**config.mk**
```make
export PLATFORM = sky130hd
export DESIGN_NAME = prio_arbiter_n
export DESIGN_NICKNAME = d
export VERILOG_FILES = /design/src/rtl/prio_arbiter_n.sv
export SDC_FILE = /design/constraint.sdc
export NUM_CORES = 1
export LEC_CHECK = 0
export ABC_AREA = 1
export CORE_MARGIN = 1
export CORE_UTILIZATION = 25
export CTS_BUF_LIST = sky130_fd_sc_hd__clkbuf_8
export DETAILED_ROUTE_END_ITERATION = 6
export PLACE_DENSITY_LB_ADDON = 0.08
export SETUP_SLACK_MARGIN = 0.2
export SYNTH_ARGS = -nofsm -noshare
export SYNTH_HDL_FRONTEND = slang
export SYNTH_SLANG_ARGS = --single-unit
```
**constraint.sdc**
```tcl
create_clock -name clk -period 4.55 [get_ports clk]
set_clock_uncertainty 0.05 [all_clocks]
set_input_delay 1.1375 -clock clk [delete_from_list [all_inputs] [get_ports clk]]
set_output_delay 1.1375 -clock clk [all_outputs]
set_load 0.02 [all_outputs]
```
**src/rtl/prio_arbiter_n.sv**
```systemverilog
// prio_arbiter_n: N-requester arbiter for one shared resource.
// Highest programmable priority wins, equal priorities break ties
// round-robin, and the owner keeps the grant while it keeps requesting.
//
// Ports:
//   clk      rising-edge clock
//   rst      asynchronous active-low reset (0 = reset)
//   req      request per channel, bit i = channel i
//   prio     channel i priority at prio[i*PW +: PW], larger wins
//   gnt      registered one-hot grant, zero when idle
//   gnt_id   index of the granted channel, zero when idle
//   busy     1 while a grant is active
//   preempt  one-cycle pulse when a grant is forcibly removed
//
// Optional feature macro: ARB_TIMEOUT_EN
//   Defined: an owner that has held for HOLD_MAX cycles is released
//   when another channel is waiting (preempt pulses).
//   Undefined: grants are held indefinitely and preempt is 0.

module prio_arbiter_n #(
    parameter int N        = 4,
    parameter int PW       = 2,
    parameter int HOLD_MAX = 8,
    localparam int IW      = (N > 1) ? $clog2(N) : 1
) (
    input  logic            clk,
    input  logic            rst,
    input  logic [N-1:0]    req,
    input  logic [N*PW-1:0] prio,
    output logic [N-1:0]    gnt,
    output logic [IW-1:0]   gnt_id,
    output logic            busy,
    output logic            preempt
);

    typedef enum logic {
        S_IDLE  = 1'b0,
        S_OWNED = 1'b1
    } state_t;

    state_t          r_state;
    state_t          w_nstate;
    logic [N-1:0]    r_gnt;
    logic [N-1:0]    w_ngnt;
    logic [IW-1:0]   r_gnt_id;
    logic [IW-1:0]   w_nid;
    logic [IW-1:0]   r_rr;
    logic [IW-1:0]   w_nrr;
    logic            r_busy;
    logic            w_new;

    logic [PW-1:0]   w_prio [N];
    logic [N-1:0]    w_cand;
    logic            w_win_any;
    logic [IW-1:0]   w_win_id;
    logic [PW-1:0]   w_best;
    logic [IW-1:0]   w_j;
    logic            w_owner_req;
    logic            w_timeout;

    always_comb begin
        for (int i = 0; i < N; i++) begin
            w_prio[i] = prio[i*PW +: PW];
        end
    end

    // While owned, the owner never competes: either it dropped its
    // request or it is being forcibly released.
    assign w_cand = (r_state == S_OWNED) ? (req & ~r_gnt) : req;
    assign w_owner_req = req[r_gnt_id];

    // Scan in round-robin order starting after the last owner; a strict
    // greater-than keeps the first channel seen among equal priorities.
    always_comb begin
        int t;
        w_win_any = 1'b0;
        w_win_id  = '0;
        w_best    = '0;
        w_j       = '0;
        t         = 0;
        for (int k = 0; k < N; k++) begin
            t = int'(r_rr) + 1 + k;
            if (t >= N) begin
                t = t - N;
            end
            w_j = IW'(t);
            if (w_cand[w_j] && (!w_win_any || w_prio[w_j] > w_best)) begin
                w_win_any = 1'b1;
                w_win_id  = w_j;
                w_best    = w_prio[w_j];
            end
        end
    end

    always_comb begin
        w_nstate = r_state;
        w_ngnt   = r_gnt;
        w_nid    = r_gnt_id;
        w_nrr    = r_rr;
        w_new    = 1'b0;
        unique case (r_state)
            S_IDLE: begin
                if (w_win_any) begin
                    w_nstate = S_OWNED;
                    w_ngnt   = N'(1) << w_win_id;
                    w_nid    = w_win_id;
                    w_nrr    = w_win_id;
                    w_new    = 1'b1;
                end
            end
            S_OWNED: begin
                if (w_owner_req && !w_timeout) begin
                    w_nstate = S_OWNED;
                end else if (w_win_any) begin
                    w_ngnt = N'(1) << w_win_id;
                    w_nid  = w_win_id;
                    w_nrr  = w_win_id;
                    w_new  = 1'b1;
                end else begin
                    w_nstate = S_IDLE;
                    w_ngnt   = '0;
                    w_nid    = '0;
                end
            end
            default: begin
                w_nstate = S_IDLE;
                w_ngnt   = '0;
                w_nid    = '0;
            end
        endcase
    end

    always_ff @(posedge clk or negedge rst) begin
        if (!rst) begin
            r_state  <= S_IDLE;
            r_gnt    <= '0;
            r_gnt_id <= '0;
            r_busy   <= 1'b0;
            r_rr     <= IW'(N - 1);
        end else begin
            r_state  <= w_nstate;
            r_gnt    <= w_ngnt;
            r_gnt_id <= w_nid;
            r_busy   <= (w_nstate == S_OWNED);
            r_rr     <= w_nrr;
        end
    end

`ifdef ARB_TIMEOUT_EN
    localparam int CW = (HOLD_MAX > 1) ? $clog2(HOLD_MAX) : 1;

    logic [CW-1:0] r_cnt;
    logic          r_preempt;
    logic          w_cnt_top;

    assign w_cnt_top = (r_cnt == CW'(HOLD_MAX - 1));
    assign w_timeout = w_cnt_top && (|(req & ~r_gnt));

    // Counter saturates at HOLD_MAX-1 when nobody else is waiting.
    // A new grant while the owner still requests is a forced release.
    always_ff @(posedge clk or negedge rst) begin
        if (!rst) begin
            r_cnt     <= '0;
            r_preempt <= 1'b0;
        end else begin
            r_preempt <= w_new && w_owner_req && (r_state == S_OWNED);
            if (w_nstate != S_OWNED || w_new) begin
                r_cnt <= '0;
            end else if (!w_cnt_top) begin
                r_cnt <= r_cnt + CW'(1);
            end
        end
    end

    assign preempt = r_preempt;
`else
    // No timeout: HOLD_MAX is always at least 1, so this never fires.
    assign w_timeout = (HOLD_MAX < 1);
    assign preempt   = 1'b0;
`endif

    assign gnt    = r_gnt;
    assign gnt_id = r_gnt_id;
    assign busy   = r_busy;

endmodule

```
==> impl_metrics.prom, run 1 <==
# TYPE chip_impl_metric gauge
chip_impl_info{name="run_status",value="finished clean"} 1
chip_impl_metric{name="layout.nets",unit=""} 256
chip_impl_metric{name="gpl.final_weighted_congestion",unit=""} 0.824
chip_impl_metric{name="synth.yosys.seq_area_share",unit="%"} 20.5
chip_impl_info{name="worstReg2RegEnd",value="gnt[1]$_DFFE_PN0P_"} 1
chip_impl_metric{name="first_pass_grt_wire_length",unit="mm"} 5.87
chip_impl_info{name="grt_setup_unrepaired",value="true"} 1
chip_impl_metric{name="route.final.wire_length",unit="mm"} 3.54
chip_impl_metric{name="dpl.hpwl",unit="mm"} 2.55
chip_impl_metric{name="grt_remaining_overflow",unit=""} 0
chip_impl_info{name="holdPathEnd",value="gnt[0]$_DFFE_PN0P_"} 1
chip_impl_metric{name="worst_slew_margin_rel",unit="%"} 67.1
chip_impl_metric{name="die_footprint",unit="um2"} 4710
chip_impl_metric{name="number_of_vias_after_detailed_routing",unit=""} 1359
chip_impl_metric{name="fin_tns_setup",unit="ps"} 0
chip_impl_metric{name="hold_buffers",unit=""} 0
chip_impl_metric{name="dieWidth",unit="um"} 68.7
chip_impl_metric{name="synthDistinctLibCells",unit=""} 22
chip_impl_metric{name="detail_route.first_pass.iterations",unit=""} 4
chip_impl_info{name="worstHoldStart",value="gnt[0]$_DFFE_PN0P_"} 1
chip_impl_metric{name="core.rowCount",unit=""} 23
chip_impl_metric{name="design.portCount",unit=""} 22
chip_impl_metric{name="fmax",unit="GHz"} 0.233
chip_impl_metric{name="iter_0_drt_violations",unit=""} 42
chip_impl_metric{name="start_util",unit="%"} 26.8
chip_impl_metric{name="reg2reg_slack",unit="ps"} 400
chip_impl_metric{name="syn_inst_count",unit=""} 173
chip_impl_metric{name="area_growth_syn_to_layout",unit="%"} 73.9
chip_impl_info{name="worstHoldPathType",value="reg -> reg"} 1
chip_impl_metric{name="layout.cell_area.non_filler",unit="um2"} 1930
chip_impl_metric{name="chipHeight",unit="um"} 68.7
chip_impl_metric{name="htree_num_levels",unit=""} 1
chip_impl_metric{name="transition_time_of_the_tightest_slew_check_pin",unit="ps"} 489
chip_impl_info{name="crit_family",value="simple AND/OR/NAND/NOR gates"} 1
chip_impl_metric{name="drive_above_1_share",unit="%"} 57.0
chip_impl_metric{name="numCtsBuffers",unit=""} 3
chip_impl_metric{name="crit_cells",unit=""} 35
chip_impl_metric{name="floorplan.core_area",unit="um2"} 4140
chip_impl_metric{name="clockBufferDepth",unit=""} 2
chip_impl_info{name="timing_worst_setup_path_type",value="in -> reg"} 1
chip_impl_info{name="cts_tree",value="done"} 1
chip_impl_metric{name="timing.final.hold_violations",unit=""} 0
chip_impl_metric{name="post-route-min-period",unit="ps"} 4290
chip_impl_metric{name="cpPeakStageDelay",unit="ps"} 310
chip_impl_metric{name="placement.cell_area",unit="um2"} 1490
chip_impl_metric{name="yosys_warnings",unit=""} 0
chip_impl_metric{name="grt_max_degree",unit=""} 15
chip_impl_metric{name="fin_worst_hold_slack",unit="ps"} 473
chip_impl_metric{name="antenna_cells",unit=""} 0
chip_impl_metric{name="cp_num_buf_inv",unit=""} 8
chip_impl_metric{name="drt-wirelength-per-cell",unit="um"} 12.4
chip_impl_info{name="reg2reg_from",value="r_rr[0]$_DFFE_PN1P_"} 1
chip_impl_metric{name="worst_setup_hold_path_clk_slew",unit="ps"} 40
chip_impl_metric{name="synthesis.nets",unit=""} 193
chip_impl_metric{name="crit_path_max_fanout",unit=""} 4
chip_impl_metric{name="vias_in_the_first_global_route",unit=""} 1349
chip_impl_info{name="startpoint_type",value="primary input"} 1
chip_impl_info{name="crit_path_frequent_cell",value="sky130_fd_sc_hd__nand2_2"} 1
chip_impl_metric{name="portBuffers",unit=""} 20
chip_impl_metric{name="cp.required",unit="ps"} 4620
chip_impl_metric{name="finalCritPeriodShare",unit="%"} 94.2
chip_impl_metric{name="reg2reg_depth",unit=""} 35
chip_impl_metric{name="detail_route.drc_violations",unit=""} 0
chip_impl_metric{name="avgSynthCellArea",unit="um2"} 6.42
chip_impl_metric{name="clock_sink_count",unit=""} 9
chip_impl_metric{name="postSynthRegisterBits",unit=""} 9
chip_impl_metric{name="finalMaxSlewViolations",unit=""} 0
chip_impl_metric{name="max-cap-violations",unit=""} 0
chip_impl_metric{name="latest_clock_arrival_within_the_worst_skew_pair",unit="ps"} 240
chip_impl_metric{name="crit_arrival",unit="ps"} 4360
chip_impl_metric{name="route.antenna.remaining_nets",unit=""} 0
chip_impl_metric{name="detail_route.vias_per_cell",unit=""} 4.77
chip_impl_info{name="worst_path_max_delay_cell",value="sky130_fd_sc_hd__ha_1"} 1
chip_impl_metric{name="whs_path_depth",unit=""} 2
chip_impl_info{name="setup.worst_path.end_class",value="register"} 1
chip_impl_metric{name="antenna_violations_before_repair",unit=""} 0
chip_impl_metric{name="setup_viol",unit=""} 0
chip_impl_info{name="clk_root_buffer_cell",value="sky130_fd_sc_hd__clkbuf_8"} 1
chip_impl_metric{name="gr-usage-all-layers",unit="%"} 17.2
chip_impl_metric{name="area_of_the_mapped_netlist",unit="um2"} 1110
## Yosys cell counts
master | number | area [um2]
sky130_fd_sc_hd__nand2_2 | 10 | 62.6
sky130_fd_sc_hd__a31oi_4 | 1 | 21.3
sky130_fd_sc_hd__o21bai_2 | 1 | 11.3
sky130_fd_sc_hd__buf_4 | 3 | 22.5
sky130_fd_sc_hd__nand3_1 | 21 | 105
sky130_fd_sc_hd__mux2i_1 | 1 | 10.0
sky130_fd_sc_hd__o21bai_1 | 1 | 7.51
sky130_fd_sc_hd__nand3_2 | 7 | 70.1
sky130_fd_sc_hd__buf_6 | 1 | 11.3
sky130_fd_sc_hd__ha_1 | 6 | 75.1
sky130_fd_sc_hd__dfrtp_1 | 7 | 175
sky130_fd_sc_hd__dfstp_2 | 2 | 52.6
sky130_fd_sc_hd__o21ai_2 | 1 | 8.76
sky130_fd_sc_hd__a211oi_2 | 1 | 12.5
sky130_fd_sc_hd__nand2_1 | 53 | 199
sky130_fd_sc_hd__o21ai_1 | 3 | 15.0
sky130_fd_sc_hd__nor2_1 | 8 | 30.0
sky130_fd_sc_hd__inv_1 | 16 | 60.1
sky130_fd_sc_hd__conb_1 | 1 | 3.75
sky130_fd_sc_hd__nand2_4 | 3 | 33.8
sky130_fd_sc_hd__inv_2 | 5 | 18.8
sky130_fd_sc_hd__o21ai_0 | 21 | 105
## tightest hold or removal path, delay by kind of cell (launching register included)
kind	cells	cell delay [ps]
and+or+nand+nor	2	120
DFF	1	370
## repair_timing
action                     CTS  global route
pin swaps                   36            24
resized for setup           93            33
setup endpoints to repair    8             8
buffers inserted            20             2
## metrics by stage
step	std cells	utilization [%]	setup WS, ps
2_1_floorplan	173	-	223
3_3_place_gp	259	36.0	-732
3_5_place_dp	259	36.0	-777
4_1_cts	283	43.6	157
5_1_grt	285	46.6	-8.24
6_report	285	46.6	262
## state kept, by name, summed over array words and instances, names as in the netlist
| name | count |
|---|---|
| busy | 1 |
| r_rr | 2 |
| gnt_id | 2 |
| gnt | 4 |
## layer usage
metal	global-route usage [%]	wire length, um	share of wire, %
met3	4.77	218	6.2
met5	0	0	0
met4	8.07	114	3.2
met1	19.3	1430	40
met2	29.8	1770	50
## layout by cell type (no fill, tap or decap), drive strengths merged
cell / instances
nand2: 66
buf: 53
nand3: 28
o21ai: 25
inv: 22
clkdlybuf4s50: 8
nor2: 8
dfrtp: 7
ha: 6
clkbuf: 3
dfstp: 2
o21bai: 2
mux2i: 1
a211oi: 1
a31oi: 1
conb: 1
clkdlybuf4s15: 1
## cells by family after synthesis
kind of cell	after synthesis	synth area share, %
AOI/OAI and AO/OA	29	16.3
muxes	1	0.901
DFF	9	20.5
adders and majority gates	6	6.76
buffers and inverters	25	10.1
and+or+nand+nor	102	45.0
other	1	0.338
## worst max-delay path by stage
stage,startpoint,end,slack (ps)
3_3_place_gp,prio[5],gnt[0]$_DFFE_PN0P_,-730
3_5_place_dp,prio[5],gnt_id[0]$_DFFE_PN0P_,-780
6_report,prio[3],gnt[1]$_DFFE_PN0P_,260
2_1_floorplan,req[3],gnt[0]$_DFFE_PN0P_,220
5_1_grt,prio[5],gnt[0]$_DFFE_PN0P_,-8
4_1_cts,req[3],gnt_id[0]$_DFFE_PN0P_,160
## area by class of cell
cell class	instances	area, um2
clock buffers	3	41.3
clock inverters	1	3.75
fillers	436	2210
inverters	21	83.8
multi-input cells	139	1000
flip-flops and latches	9	228
well taps	50	62.6
repair buffers	62	509
Power of run 1 is left out: the tool's default activity adds up to more than one toggle a clock period on the data nets, which glitch-free logic cannot reach.
==> inputs of run 2 (changes only) <==
==> constraint.sdc (replaced) <==
create_clock -name clk -period 4.15 [get_ports clk]
set_clock_uncertainty 0.05 [all_clocks]
set_input_delay 1.0375 -clock clk [delete_from_list [all_inputs] [get_ports clk]]
set_output_delay 1.0375 -clock clk [all_outputs]
set_load 0.02 [all_outputs]
==> run 2 against run 1 <==
  * Die area unchanged
  * The run now ends with setup timing left
  * Flip-flop and latch count stayed put
  * Highest routed layer unchanged
  * Critical path depth stayed put
  * Critical endpoint is now gnt[0]$_DFFE_PN0P_
  * Largest cell class unchanged
  * Wire length increased by 11%
  * Hold slack improved by 2.9 ps
  * Setup slack worse by 300 ps
  * Sequential share of layout area down 0.96 points
==> impl_metrics.prom, run 2 (synthesis results as in run 1) <==
# TYPE chip_impl_metric gauge
chip_impl_metric{name="post-route-min-period",unit="ps"} 4190
chip_impl_metric{name="portBuffers",unit=""} 20
chip_impl_metric{name="grt_remaining_overflow",unit=""} 0
chip_impl_metric{name="setup_slack",unit="ps"} -39.7
chip_impl_info{name="run_status",value="finished, violations left"} 1
chip_impl_metric{name="drive_above_1_share",unit="%"} 56.5
chip_impl_metric{name="cp.required",unit="ps"} 4270
chip_impl_metric{name="timing.final.hold_violations",unit=""} 0
chip_impl_metric{name="chipHeight",unit="um"} 68.7
chip_impl_metric{name="fmax",unit="GHz"} 0.239
chip_impl_metric{name="layout.cell_area.non_filler",unit="um2"} 2100
chip_impl_metric{name="numCtsBuffers",unit=""} 3
chip_impl_metric{name="vias_in_the_first_global_route",unit=""} 1461
chip_impl_metric{name="global_route.usage.met2",unit="%"} 35.4
chip_impl_metric{name="drt-wirelength-per-cell",unit="um"} 12.6
chip_impl_metric{name="postLayoutCoreUtil",unit="%"} 50.8
chip_impl_metric{name="multiInputGateArea",unit="um2"} 960
chip_impl_metric{name="grt_max_degree",unit=""} 15
chip_impl_metric{name="start_util",unit="%"} 26.8
chip_impl_info{name="worst_path_max_delay_cell",value="sky130_fd_sc_hd__ha_1"} 1
chip_impl_metric{name="seqCellArea",unit="um2"} 228
chip_impl_metric{name="crit_path_max_fanout",unit=""} 5
chip_impl_metric{name="detail_route.first_pass.iterations",unit=""} 4
chip_impl_metric{name="detail_route.drc_violations",unit=""} 0
chip_impl_info{name="grt_setup_unrepaired",value="true"} 1
chip_impl_info{name="crit_family",value="simple AND/OR/NAND/NOR gates"} 1
chip_impl_metric{name="detail_route.vias_per_cell",unit=""} 4.66
chip_impl_info{name="crit_path_frequent_cell",value="sky130_fd_sc_hd__nand2_2"} 1
chip_impl_metric{name="max-cap-violations",unit=""} 0
chip_impl_metric{name="floorplan.core_area",unit="um2"} 4140
chip_impl_metric{name="route.antenna.remaining_nets",unit=""} 0
chip_impl_info{name="layout_commonest_cell",value="sky130_fd_sc_hd__buf_4"} 1
chip_impl_info{name="timing_worst_setup_path_type",value="in -> reg"} 1
chip_impl_metric{name="hold_buffers",unit=""} 0
chip_impl_metric{name="finalCritPeriodShare",unit="%"} 101
chip_impl_metric{name="antenna_cells",unit=""} 0
chip_impl_metric{name="clockBufferDepth",unit=""} 2
chip_impl_metric{name="finalMaxSlewViolations",unit=""} 0
chip_impl_metric{name="dpl.hpwl",unit="mm"} 2.81
chip_impl_metric{name="worst_setup_hold_path_clk_slew",unit="ps"} 40
chip_impl_metric{name="largest_register_ffs",unit=""} 4
chip_impl_info{name="setup.worst_path.end_class",value="register"} 1
chip_impl_metric{name="cpPeakStageDelay",unit="ps"} 300
chip_impl_info{name="cts_tree",value="done"} 1
chip_impl_metric{name="antenna_violations_before_repair",unit=""} 0
chip_impl_metric{name="crit_arrival",unit="ps"} 4310
chip_impl_metric{name="fill_cells",unit=""} 408
chip_impl_metric{name="core.rowCount",unit=""} 23
chip_impl_metric{name="gpl.final_weighted_congestion",unit=""} 0.833
chip_impl_metric{name="clock_sink_count",unit=""} 9
chip_impl_metric{name="layout.nets",unit=""} 283
chip_impl_info{name="top_usage_layer",value="met2"} 1
chip_impl_metric{name="iter_0_drt_violations",unit=""} 51
chip_impl_metric{name="die_footprint",unit="um2"} 4710
chip_impl_metric{name="area_growth_syn_to_layout",unit="%"} 89.3
chip_impl_metric{name="use_met3",unit="%"} 1.48
chip_impl_metric{name="htree_num_levels",unit=""} 1
chip_impl_metric{name="groute.layer.met1.usage",unit="%"} 20.1
chip_impl_metric{name="latest_clock_arrival_within_the_worst_skew_pair",unit="ps"} 230
chip_impl_info{name="worstHoldPathType",value="reg -> reg"} 1
chip_impl_metric{name="gr-usage-all-layers",unit="%"} 18.0
chip_impl_metric{name="number_of_vias_after_detailed_routing",unit=""} 1454
chip_impl_metric{name="setup_viol",unit=""} 6
chip_impl_metric{name="dieWidth",unit="um"} 68.7
chip_impl_metric{name="route.final.wire_length",unit="mm"} 3.93
chip_impl_metric{name="placement.cell_area",unit="um2"} 1650
chip_impl_info{name="clk_root_buffer_cell",value="sky130_fd_sc_hd__clkbuf_8"} 1
chip_impl_metric{name="design.portCount",unit=""} 22
chip_impl_metric{name="first_pass_grt_wire_length",unit="mm"} 6.37
chip_impl_info{name="startpoint_type",value="primary input"} 1
chip_impl_info{name="final_cell_mix",value="68 x sky130_fd_sc_hd__buf_4, 45 x sky130_fd_sc_hd__nand2_1, 16 x sky130_fd_sc_hd__nand2_2"} 1
chip_impl_metric{name="cp_num_buf_inv",unit=""} 8
chip_impl_info{name="violations",value="setup timing"} 1
run 2: layout make-up:
cell class	count	share of cell area, %
multi-input combinational	139	45.6
timing repair buffer	89	34.6
sequential	9	10.8
inverter	21	3.87
tap	50	2.97
clock buffer	3	1.96
clock inverter	1	0.178
run 2: stage by stage:
| step | setup slack, ps | hold WS [ps] | TNS [ps] | instances |
|---|---|---|---|---|
| after floorplan | 12.4 | 512 | 0 | 173 |
| after global placement | -757 | 448 | -5920 | 269 |
| after detailed placement | -770 | 465 | -5920 | 269 |
| after CTS | 23.1 | 485 | 0 | 307 |
| after global routing | -301 | 499 | -2150 | 312 |
| final | -39.7 | 476 | -135 | 312 |
run 2: repair_timing:
action | 4_1_cts | 5_1_grt
hold endpoints to repair | 0 | 0
buffers inserted | 34 | 5
setup endpoints to repair | 8 | 8
pin swaps | 39 | 15
resized for setup | 67 | 19
run 2: final timing paths:
check                      slack (ps)                 from  cells past startpoint             endpoint
setup / recovery                  -40              prio[7]                     35   gnt[0]$_DFFE_PN0P_
max in group asynchronous        2660                  rst                      1  r_rr[1]$_DFFE_PN1P_
setup reg to reg                   30  r_rr[0]$_DFFE_PN1P_                     34   gnt[0]$_DFFE_PN0P_
hold / removal                    480   gnt[0]$_DFFE_PN0P_                      2   gnt[0]$_DFFE_PN0P_
hold reg to reg                   480   gnt[0]$_DFFE_PN0P_                      2   gnt[0]$_DFFE_PN0P_
min in group asynchronous        1060                  rst                      1   gnt[2]$_DFFE_PN0P_
run 2: layer usage:
layer	wire, um	vias to the layer above
li1	-	737
met1	1660	683
met2	2080	26
met3	109	8
met4	77	0
met5	0	-
run 2: tightest hold or removal path, stage by stage (launching register included):
cell and delay [ps]:
sky130_fd_sc_hd__dfrtp_1 370, sky130_fd_sc_hd__nand2_1 60, sky130_fd_sc_hd__nand2_1 50
Power of run 2 is left out for the same reason.
